===== config.mk =====
export PLATFORM = sky130hd
export DESIGN_NAME = obliczanie_taktowania_na_stopien
export DESIGN_NICKNAME = d
export VERILOG_FILES = /design/src/rtl/obliczanie_taktowania_na_stopien.sv
export SDC_FILE = /design/constraint.sdc
export NUM_CORES = 1
export LEC_CHECK = 0
export BUFFER_PORTS_ARGS = -buffer_cell sky130_fd_sc_hd__buf_4
export CORE_MARGIN = 2
export CORE_UTILIZATION = 50
export CTS_CLUSTER_DIAMETER = 200
export DETAILED_ROUTE_END_ITERATION = 6
export HOLD_SLACK_MARGIN = 0.06
export PLACE_DENSITY = 0.69
export SYNTH_ARGS = -nofsm -noshare
export SYNTH_HDL_FRONTEND = slang
export SYNTH_SLANG_ARGS = --single-unit

===== constraint.sdc =====
create_clock -name clk -period 3 [get_ports clk]
set_clock_uncertainty 0.05 [all_clocks]
set_input_delay 0.3 -clock clk [delete_from_list [all_inputs] [get_ports clk]]
set_output_delay 0.3 -clock clk [all_outputs]
set_load 0.01 [all_outputs]

===== src/rtl/obliczanie_taktowania_na_stopien.sv =====
// Speed-to-timing converter: ticks per shaft degree = DIVIDEND / rpm.
// Free-running restoring divider, saturated to 9 bits, 0 when stopped.
module obliczanie_taktowania_na_stopien #(
  parameter int DIVIDEND   = 2520,
  parameter int DIVIDEND_W = 12
) (
  input  logic       clk,
  input  logic       rst,
  input  logic [6:0] rpm,
  output logic [8:0] taktowanie_na_stopien
);

  localparam int CW = $clog2(DIVIDEND_W + 1);

  localparam logic [1:0] LOAD = 2'd0;
  localparam logic [1:0] DIV  = 2'd1;
  localparam logic [1:0] DONE = 2'd2;

  localparam logic [DIVIDEND_W-1:0] SAT = DIVIDEND_W'(511);

  logic [1:0]            state;
  logic [6:0]            d;
  logic [7:0]            r;
  logic [DIVIDEND_W-1:0] q;
  logic [CW-1:0]         cnt;

  logic [7:0]            r_sh;
  logic [DIVIDEND_W-1:0] q_sh;
  logic                  ge;

  // One restoring step: shift {R,Q} left, then test R against D.
  always_comb begin
    r_sh = {r[6:0], q[DIVIDEND_W-1]};
    q_sh = {q[DIVIDEND_W-2:0], 1'b0};
    ge   = (r_sh >= {1'b0, d});
  end

  // Sequencer: latch rpm, iterate the divider, publish the result.
  always_ff @(posedge clk) begin
    if (rst) begin
      state                 <= LOAD;
      d                     <= '0;
      r                     <= '0;
      q                     <= '0;
      cnt                   <= '0;
      taktowanie_na_stopien <= '0;
    end else begin
      case (state)
        LOAD: begin
          d     <= rpm;
          r     <= '0;
          q     <= DIVIDEND_W'(DIVIDEND);
          cnt   <= CW'(DIVIDEND_W);
          state <= DIV;
        end
        DIV: begin
          r     <= ge ? (r_sh - {1'b0, d}) : r_sh;
          q     <= q_sh | {{(DIVIDEND_W-1){1'b0}}, ge};
          cnt   <= cnt - CW'(1);
          if (cnt == CW'(1))
            state <= DONE;
        end
        DONE: begin
          if (d == 7'd0)
            taktowanie_na_stopien <= 9'd0;
          else if (q > SAT)
            taktowanie_na_stopien <= 9'd511;
          else
            taktowanie_na_stopien <= q[8:0];
          state <= LOAD;
        end
        default: state <= LOAD;
      endcase
    end
  end

endmodule


==> impl_metrics.tcl, run 1 <==
set metrics [dict create \
    run_status "finished clean" \
    worst_pin_slew_ns 0.594 \
    r2r-start "q[11]" \
    arrival_ns 2.55 \
    combPwrFrac_pct 34.7 \
    core_area_um2 3720 \
    yosys-top-cells-area "dfxtp_1 42%, a21oi_1 7.9%, ha_1 5.7%, nor2_1 5.7%, nand2_1 5.6%" \
    stdcell_area_um2 2230 \
    synth_seq_cells 41 \
    cpMostUsedCell "inv_1" \
    cts_root_buf "clkbuf_8" \
    cp_slowest_cell "fa_1" \
    gp_congestion 0.827 \
    cts_max_level 2 \
    antenna_found_initial 0 \
    diodes 0 \
    switching_share_pct 33.1 \
    cp_slowest_stage_delay_ns 0.43 \
    synth_nets 261 \
    clkPwrFrac_pct 26.9 \
    yosysWarnings 0 \
    crit_type "register to register" \
    p_sw_mw 0.562 \
    cts_buffers 5 \
    num_rows 22 \
    worstPathCellList "inv_1 -> ha_1 -> inv_1 -> fa_1 -> a211oi_4 -> nor3_2 -> nor3_4 -> mux2i_1 -> a22o_1" \
    place_hpwl_um 2700 \
    grt_pass1_vias 1466 \
    clk-insertion-delay-late_ns 0.29 \
    hold_end "d[1]" \
    timing.final.crit_period_ns 2.41 \
    rsz0062_at_grt "false" \
    syn_to_final_growth_pct 13.8 \
    ys.flop_type "dfxtp_1" \
    synth_top_cell_area_share_pct 41.9 \
    grt_first_pass_wirelength_um 6690 \
    slew_headroom_pct 60.4 \
    drc 0 \
    drive_gt1_share_pct 12.5 \
    worstSetupStartpointType "register" \
    nets 274 \
    die_h_um 66.6 \
    layoutNonFillerInstCount 304 \
    ys_seq_area_share_pct 41.9 \
    start_util_pct 52.7 \
    synth_edf_count 0 \
    wire_per_inst_um 13.0 \
    whs_ns 0.208 \
    worst_setup_path_end_kind "register" \
    r2r_end "r[0]" \
    setup_viol 0 \
    cts_setup_buffers 0 \
    cts_buffer_depth 2 \
    ys_types 37 \
    firstDrtPassIters 4 \
    synthCells 242 \
    avgViaCountPerCell 5.39 \
    io_buffer_count 17 \
    rrSetupSlack_ns 0.59 \
    ctsHoldBuffers 0 \
    yosys.area.top_type "dfxtp_1" \
    max_cap_violations 0 \
    peakVddDrop_mv 0.320 \
    grt_usage_pct 19.9 \
    fmax_ghz 0.415 \
    yosysMostFrequentCell "dfxtp_1" \
    synth.top_cells.by_count "41 x dfxtp_1, 31 x a21oi_1, 30 x nor2_1" \
    drt_wl_total_um 3970 \
    r2r_cells 9 \
    dieArea_um2 4440 \
    fin_crit_sh_pct 80.4 \
    postSynth.asyncResetShare_pct 0 \
    whs_path_depth 3 \
    die_w_um 66.6 \
    postRouteAntennaNets 0 \
    tritoncts "built" \
    finalHoldViolCount 0 \
    clk_pin_slew_worst_paths_ns 0.08 \
    leakage_nw 0.911 \
    route.vias.total 1639 \
    pwr_density_cell_nw_per_um2 762 \
    placed_area_um2 2110 \
    cts_resized 0 \
    min_from "rpm[1]" \
    power_frac_seq_pct 38.4 \
    path_max_fanout 10 \
    hold_path.class "input pin to register" \
    intPower_mw 1.14 \
    grt_max_degree 40 \
    slew_violations 0 \
    drt_first_iter_violations 157 \
    avgSynthCellArea_um2 8.10 \
    ios 18 \
    syn_area_um2 1960 \
    dp.cells 296 \
    grt-ovfl-total 0 \
    setup_tns_ns 0 \
    clock-sinks 41 \
    critical_path_required_ns 3.13 \
]
-- per-stage QoR --
| stage | power, mW | util (%) | setup WS, ns |
|---|---|---|---|
| after floorplan | 1.13 | - | 0.796 |
| after global placement | 1.24 | 56.9 | 0.660 |
| after detailed placement | 1.25 | 56.9 | 0.601 |
| after CTS | 1.70 | 60.0 | 0.587 |
| after global routing | 1.81 | 60.0 | 0.393 |
| final | 1.70 | 60.0 | 0.588 |
-- registers in the layout (all words and copies together), names as in the netlist --
name	count
cnt	4
q	12
d	7
r	7
state	2
taktowanie_na_stopien	9
-- per-layer routing --
metal  track usage, %  vias up  wire length, µm
met2             30.1       26             1750
li1                 -      860                -
met3             4.05        2              101
met5                0        -                0
met4             6.89        0               25
met1             28.2      751             2080
-- worst max-delay path, delay by kind of cell (launching register included) --
kind	cells	cell delay (ns)
adders and majority gates	2	0.59
and+or+nand+nor	2	0.53
AOI/OAI and AO/OA	2	0.52
DFF	1	0.32
muxes	1	0.15
buffers and inverters	2	0.14
-- cell families (layout without fill, tap and decap cells) --
| logic type | Yosys count | after routing | synth area share, % |
|---|---|---|---|
| buf+inv | 29 | 43 | 5.56 |
| simple gates | 83 | 83 | 19.5 |
| xor+xnor | 4 | 4 | 1.79 |
| compound gates | 70 | 70 | 22.0 |
| flops | 41 | 41 | 41.9 |
| fa+ha+maj | 10 | 10 | 6.77 |
| mux | 5 | 5 | 2.55 |
-- cells in the final DEF, fill, tap and decap left out, drive strengths merged, types with 2 or more instances in the layout --
cell	Yosys	final
a311oi	3	3
buf	0	19
clkbuf	13	7
inv	16	16
nor2	30	30
a211oi	2	2
a21oi	31	31
dfxtp	41	41
o21ai	21	21
a221oi	4	4
or2	2	2
xor2	2	2
nor3	6	6
a32oi	2	2
ha	9	9
nand2b	4	4
nand2	29	29
or3	2	2
nor2b	5	5
mux2i	5	5
xnor2	2	2
-- power groups by stage --
| stage | clock (mW) | sequential [mW] | combinational (mW) |
|---|---|---|---|
| 2_1_floorplan | 0 | 0.647 | 0.487 |
| 3_3_place_gp | 0 | 0.666 | 0.576 |
| 3_5_place_dp | 0 | 0.665 | 0.582 |
| 4_1_cts | 0.466 | 0.652 | 0.584 |
| 5_1_grt | 0.487 | 0.661 | 0.659 |
| 6_report | 0.457 | 0.654 | 0.589 |
-- worst max-delay path by stage --
stage / start / endpoint / slack (ns) / depth (start not counted)
2_1_floorplan: q[11] / r[0] / 0.80 / 9
3_3_place_gp: q[11] / r[0] / 0.66 / 9
3_5_place_dp: q[11] / r[2] / 0.60 / 9
4_1_cts: q[11] / r[2] / 0.59 / 9
5_1_grt: q[11] / r[2] / 0.39 / 9
6_report: q[11] / r[0] / 0.59 / 9
-- layout make-up --
type / instances / area (µm²)
fill: 352 / 1490
tap: 48 / 60.1
timing repair buffer: 19 / 143
sequential: 41 / 821
multi-input combinational: 172 / 1030
clock buffer: 7 / 86.3
clock inverter: 1 / 30.0
inverter: 16 / 60.1
Note: power is estimated with default switching activity, not from simulation.
==> run 2, diff against run 1 <==
ABC_AREA = 1   (was default)
clock period = 2.5 ns   (was 3 ns; I/O delays follow)
==> run 2 against run 1 <==
Against the previous run: first-iteration DRC count is 43% lower; sequential share of layout area is 0.89 points lower; sequential power is 21% higher; wire length is 5.5% higher; clock-buffer cell count stayed put; die area is 2.2% higher; non-clock buffer count is 1 higher; core utilization is 1.6 points lower; global-route usage is 0.89 points higher; largest power group is now combinational cells; critical path depth is 4 higher; highest routed layer unchanged; register-to-register slack worse by 0.06 ns; cell area is 2.5% higher.
==> impl_metrics.tcl, run 2 <==
set metrics [dict create \
    nets 294 \
    ys.flop_type "dfxtp_1" \
    clock-sinks 41 \
    clkPwrFrac_pct 22.7 \
    core_area_um2 3910 \
    grt_usage_pct 20.8 \
    drc 0 \
    firstDrtPassIters 4 \
    finalHoldViolCount 0 \
    avgViaCountPerCell 5.31 \
    whs_path_depth 3 \
    slew_headroom_pct 71.8 \
    drt_first_iter_violations 89 \
    synth_nets 276 \
    path_max_fanout 8 \
    reg_top3 "q: 12 flops, taktowanie_na_stopien: 9 flops" \
    synthCells 257 \
    setup_tns_ns 0 \
    clk-insertion-delay-late_ns 0.29 \
    max_cap_violations 0 \
    post-place-ws_ns 0.530 \
    drt_wl_total_um 4180 \
    yosys-top-cells-area "dfxtp_1 41%, nand2_1 7.7%, inv_1 6.9%, a21oi_1 6.5%, ha_1 5.6%" \
    power_frac_seq_pct 37.0 \
    intPower_mw 1.32 \
    place_hpwl_um 3050 \
    wire_per_inst_um 12.8 \
    synth.top_cells.by_count "41 x dfxtp_1, 41 x nand2_1, 37 x inv_1" \
    clk_pin_slew_worst_paths_ns 0.08 \
    synth_seq_cells 41 \
    drive_gt1_share_pct 15.2 \
    yosys.area.top_type "dfxtp_1" \
    ios 18 \
    yosysWarnings 0 \
    postRouteAntennaNets 0 \
    r2r_end "r[4]" \
    p_sw_mw 0.817 \
    gp_congestion 0.832 \
    fmax_ghz 0.508 \
    layout_common_cells "41 x nand2_1, 41 x dfxtp_1, 37 x inv_1, 26 x a21oi_1, 20 x buf_4" \
    rsz0062_at_grt "false" \
    route.vias.total 1730 \
    dp.cells 318 \
    slew_violations 0 \
    synth_top_cell_area_share_pct 40.9 \
    grt_max_degree 33 \
    io_buffer_count 17 \
    min_from "rpm[0]" \
    worst_pin_slew_ns 0.423 \
    ys_types 31 \
    pwr_density_cell_nw_per_um2 936 \
    cts_buffers 5 \
    grt_first_pass_wirelength_um 7130 \
    grt_pass1_vias 1574 \
    avgSynthCellArea_um2 7.80 \
    ys_seq_area_share_pct 40.9 \
    syn_to_final_growth_pct 14.0 \
    peakVddDrop_mv 0.609 \
    run_status "finished clean" \
    rrSetupSlack_ns 0.53 \
    placed_area_um2 2180 \
    switching_share_pct 38.2 \
    leakage_nw 1.06 \
    postSynth.asyncResetShare_pct 0 \
    start_util_pct 51.2 \
    top_register "q" \
    cts_buffer_depth 2 \
    synth_edf_count 0 \
    finish.utilization_pct 58.4 \
    cts_root_buf "clkbuf_8" \
    tritoncts "built" \
    syn_area_um2 2000 \
    worst_setup_path_end_kind "register" \
    num_rows 23 \
    timing.final.crit_period_ns 1.97 \
    r2r_cells 13 \
    arrival_ns 2.15 \
    hold_path.class "input pin to register" \
    die_w_um 67.3 \
    largest_reg_flops 12 \
    diodes 0 \
    ctsHoldBuffers 0 \
    fin_ws_ns 0.532 \
    r2r-start "q[11]" \
    critical_path_required_ns 2.68 \
    antenna_found_initial 0 \
    stdcell_area_um2 2280 \
    grt-ovfl-total 0 \
    crit_type "register to register" \
    hold_end "d[0]" \
    cts_resized 0 \
    die_h_um 67.3 \
    layoutNonFillerInstCount 326 \
    cts_max_level 2 \
    cts_setup_buffers 0 \
    combPwrFrac_pct 40.4 \
    dieArea_um2 4530 \
    fin_crit_sh_pct 78.7 \
    setup_viol 0 \
    worstSetupStartpointType "register" \
]
-- run 2: cell types whose count changed after synthesis, sizes merged, moves of 5 or more --
cell	before	now
nand2	29	45
nor2b	5	0
inv	16	39
clkbuf	13	6
mux2i	5	0
o21bai	1	9
nor2	30	9
nand3b	0	5
nand3	1	19
-- run 2: cells by family after synthesis --
| logic type | share of synthesized area, % |
|---|---|
| and+or+nand+nor | 21.1 |
| adders and majority gates | 6.62 |
| buffers and inverters | 9.18 |
| DFF | 40.9 |
| AOI/OAI and AO/OA | 21.3 |
| xor gates and xnor gates | 0.874 |
-- run 2: layer usage --
metal	up-vias	global-route usage, %	part of all wire (%)
met2	32	34.8	48
met3	4	4.50	4.2
li1	903	-	-
met1	791	26.7	47
met4	0	6.89	0.96
met5	-	0	0
-- run 2: how the worst max path moves through the flow --
stage	cells after the start	from	to
2_1_floorplan	13	q[11]	r[4]
3_3_place_gp	13	q[11]	r[4]
3_5_place_dp	13	q[11]	r[1]
4_1_cts	13	q[11]	r[4]
5_1_grt	13	q[11]	r[1]
6_report	13	q[11]	r[4]
-- run 2: cell type report --
class                      instances  area, µm²
clock buffer                       7       96.3
clock inverter                     1       8.76
fill                             372       1630
inverter                          39        146
multi-input combinational        168       1000
sequential                        41        821
tap                               50       62.6
timing repair buffer              20        150
-- run 2: worst max-delay path, cell delays in order, from the launching register on --
cell     delay (ns)
dfxtp_1        0.30
inv_1          0.10
ha_1           0.15
inv_1          0.07
fa_1           0.39
nand2_1        0.10
nand2_1        0.09
nand2_2        0.09
nand2_2        0.07
nand2_4        0.11
nand2_4        0.09
nand2_1        0.08
nand3_1        0.07
a21oi_2        0.13
-- run 2: power groups by stage --
stage	clock (mW)	sequential, mW	combinational (mW)
floorplan	0	0.781	0.715
global placement	0	0.803	0.844
detailed placement	0	0.804	0.864
CTS	0.500	0.791	0.867
global route	0.520	0.800	0.984
finish	0.485	0.790	0.863
-- run 2: per-stage QoR --
stage / power (mW) / hold slack [ns]
after floorplan: 1.50 / 0.321
after CTS: 2.16 / 0.130
after detailed placement: 1.67 / 0.412
final: 2.14 / 0.142
after global routing: 2.30 / 0.126
after global placement: 1.65 / 0.409
==> run 3, diff against run 2 <==
ABC_AREA = 0   (was 1)
clock period = 2 ns   (was 2.5 ns; I/O delays follow)
==> run 3 against run 2 <==
Against the previous run: hold slack lost 0.032 ns; non-clock buffer count grew 11; register-to-register slack lost 0.50 ns; via count shrank 1.3%; clock-buffer cell count is the same; sequential share of layout area shrank 1.0 points; cell count shrank 3.1%; cell area grew 3.3%; die area shrank 2.1%; fmax is essentially flat; clock power grew 42%; largest cell class unchanged.
==> impl_metrics.tcl, run 3 (synthesis results as in run 1) <==
set metrics [dict create \
    final_common_cell "dfxtp_1" \
    met2_length_um 2000 \
    num_rows 22 \
    cp_slowest_stage_delay_ns 0.36 \
    placed_area_um2 2200 \
    cts_max_level 2 \
    drive_gt1_share_pct 19.4 \
    worst_setup_path_end_kind "register" \
    top_register "q" \
    dieArea_um2 4440 \
    cpMostUsedCell "inv_2" \
    avgViaCountPerCell 5.41 \
    grt_first_pass_wirelength_um 7280 \
    cts_buffers 5 \
    worstPathCellList "inv_2 -> ha_4 -> inv_2 -> fa_2 -> a211oi_4 -> nor3_2 -> nor3_4 -> buf_6 -> mux2i_1 -> a22o_1" \
    max_cap_violations 0 \
    nets 286 \
    place_hpwl_um 3020 \
    setup_viol 0 \
    grt_pass1_vias 1529 \
    wl_met1_um 2140 \
    antenna_found_initial 0 \
    drc 0 \
    layout_common_cells "39 x dfxtp_1, 31 x a21oi_1, 30 x nor2_1, 30 x buf_4, 29 x nand2_1" \
    peakVddDrop_mv 0.573 \
    fillers 334 \
    die_h_um 66.6 \
    clock-sinks 41 \
    crit_type "register to register" \
    met3WireLength_um 180 \
    clk-insertion-delay-late_ns 0.29 \
    fmax_ghz 0.508 \
    finalHoldViolCount 0 \
    worst_pin_slew_ns 0.582 \
    postRouteAntennaNets 0 \
    worstSetupStartpointType "register" \
    gp_congestion 0.846 \
    wire_per_inst_um 13.8 \
    dp.cells 306 \
    regArea_um2 823 \
    fin_crit_sh_pct 98.4 \
    slew_headroom_pct 61.1 \
    run_status "finished clean" \
    critPathBufInv 3 \
    critical_path_required_ns 2.18 \
    tritoncts "built" \
    start_util_pct 52.7 \
    route.vias.total 1708 \
    drt_first_iter_violations 147 \
    hold_path.class "input pin to register" \
    multiInputGateArea_um2 1060 \
    clk_pin_slew_worst_paths_ns 0.08 \
    pwr_density_cell_nw_per_um2 1170 \
    grt_max_degree 37 \
    grt-ovfl-total 0 \
    power_mw 2.77 \
    path_max_fanout 5 \
    rsz0062_at_grt "true" \
    syn_to_final_growth_pct 20.4 \
    cts_buffer_depth 2 \
    timing.final.crit_period_ns 1.97 \
    diodes 0 \
    stdcell_area_um2 2360 \
    die_w_um 66.6 \
    reg_top3 "q: 12 flops, taktowanie_na_stopien: 9 flops" \
    cp_slowest_cell "fa_2" \
    ios 18 \
    firstDrtPassIters 4 \
    slew_violations 0 \
    io_buffer_count 17 \
    leakage_nw 0.971 \
    crit_family "adder cells" \
    arrival_ns 2.15 \
    top_layer "met4" \
    core_area_um2 3720 \
    ctsHoldBuffers 0 \
    largest_reg_flops 12 \
    drt_wl_total_um 4370 \
    layoutNonFillerInstCount 316 \
    grt_usage_pct 21.9 \
    cts_root_buf "clkbuf_8" \
]
-- run 3: changes by cell type in the layout (fill, tap and decap cells not counted), sizes merged, moves of 3 or more --
| cell | previous run | this run |
|---|---|---|
| mux2i | 0 | 5 |
| inv | 40 | 16 |
| nor2 | 9 | 30 |
| nand3 | 19 | 1 |
| buf | 20 | 31 |
| o32ai | 3 | 0 |
| o21bai | 9 | 1 |
| a311oi | 0 | 3 |
| nand2b | 0 | 4 |
| nor2b | 0 | 5 |
| nand3b | 5 | 0 |
| nand2 | 45 | 29 |
-- run 3: path summary, 6_finish.rpt --
kind,start,end,slack (ns),cells past startpoint
hold reg to reg,taktowanie_na_stopien[8],taktowanie_na_stopien[8],0.41,2
hold / removal,rpm[1],d[1],0.11,3
setup reg to reg,q[11],r[0],0.03,10
setup / recovery,q[11],r[0],0.03,10
-- run 3: worst reg2reg max path, cell delays in order (launching register included) --
cell and delay (ns):
dfxtp_2 0.33, inv_2 0.07, ha_4 0.13, inv_2 0.03
fa_2 0.36, a211oi_4 0.25, nor3_2 0.09, nor3_4 0.14
buf_6 0.16, mux2i_1 0.18, a22o_1 0.13
-- run 3: layout make-up --
type / instances / share of cell area [%]
tap: 48 / 2.55
clock buffer: 7 / 3.66
inverter: 16 / 2.55
clock inverter: 1 / 1.27
sequential: 41 / 34.9
multi-input combinational: 172 / 45.1
timing repair buffer: 31 / 10.0
-- run 3: timing repair --
action / in CTS / in global routing
setup buffers: 1 / 1
setup endpoints to repair: 6 / 8
pin swaps: 3 / 4
endpoints found under the hold margin: 0 / 0
resized for setup: 1 / 3
-- run 3: metrics by stage --
stage | setup slack [ns] | TNS (ns) | utilization (%) | hold slack, ns
finish | 0.0315 | 0 | 63.5 | 0.110
floorplan | -0.0975 | -0.464 | - | 0.279
detailed placement | -0.0814 | -0.362 | 59.3 | 0.397
CTS | 0.00104 | 0 | 62.8 | 0.106
global placement | -0.0234 | -0.0841 | 59.3 | 0.390
global route | -0.119 | -0.337 | 63.5 | 0.119
-- run 3: power by group --
group / switching (mW) / internal, mW
Clock: 0.284 / 0.407
Combinational: 0.538 / 0.554
Sequential: 0.0824 / 0.903
-- run 3: routing by layer --
metal	track usage, %	vias up
met5	0	-
met4	7.65	0
met3	4.05	6
met2	31.9	27
met1	32.3	790
li1	-	885
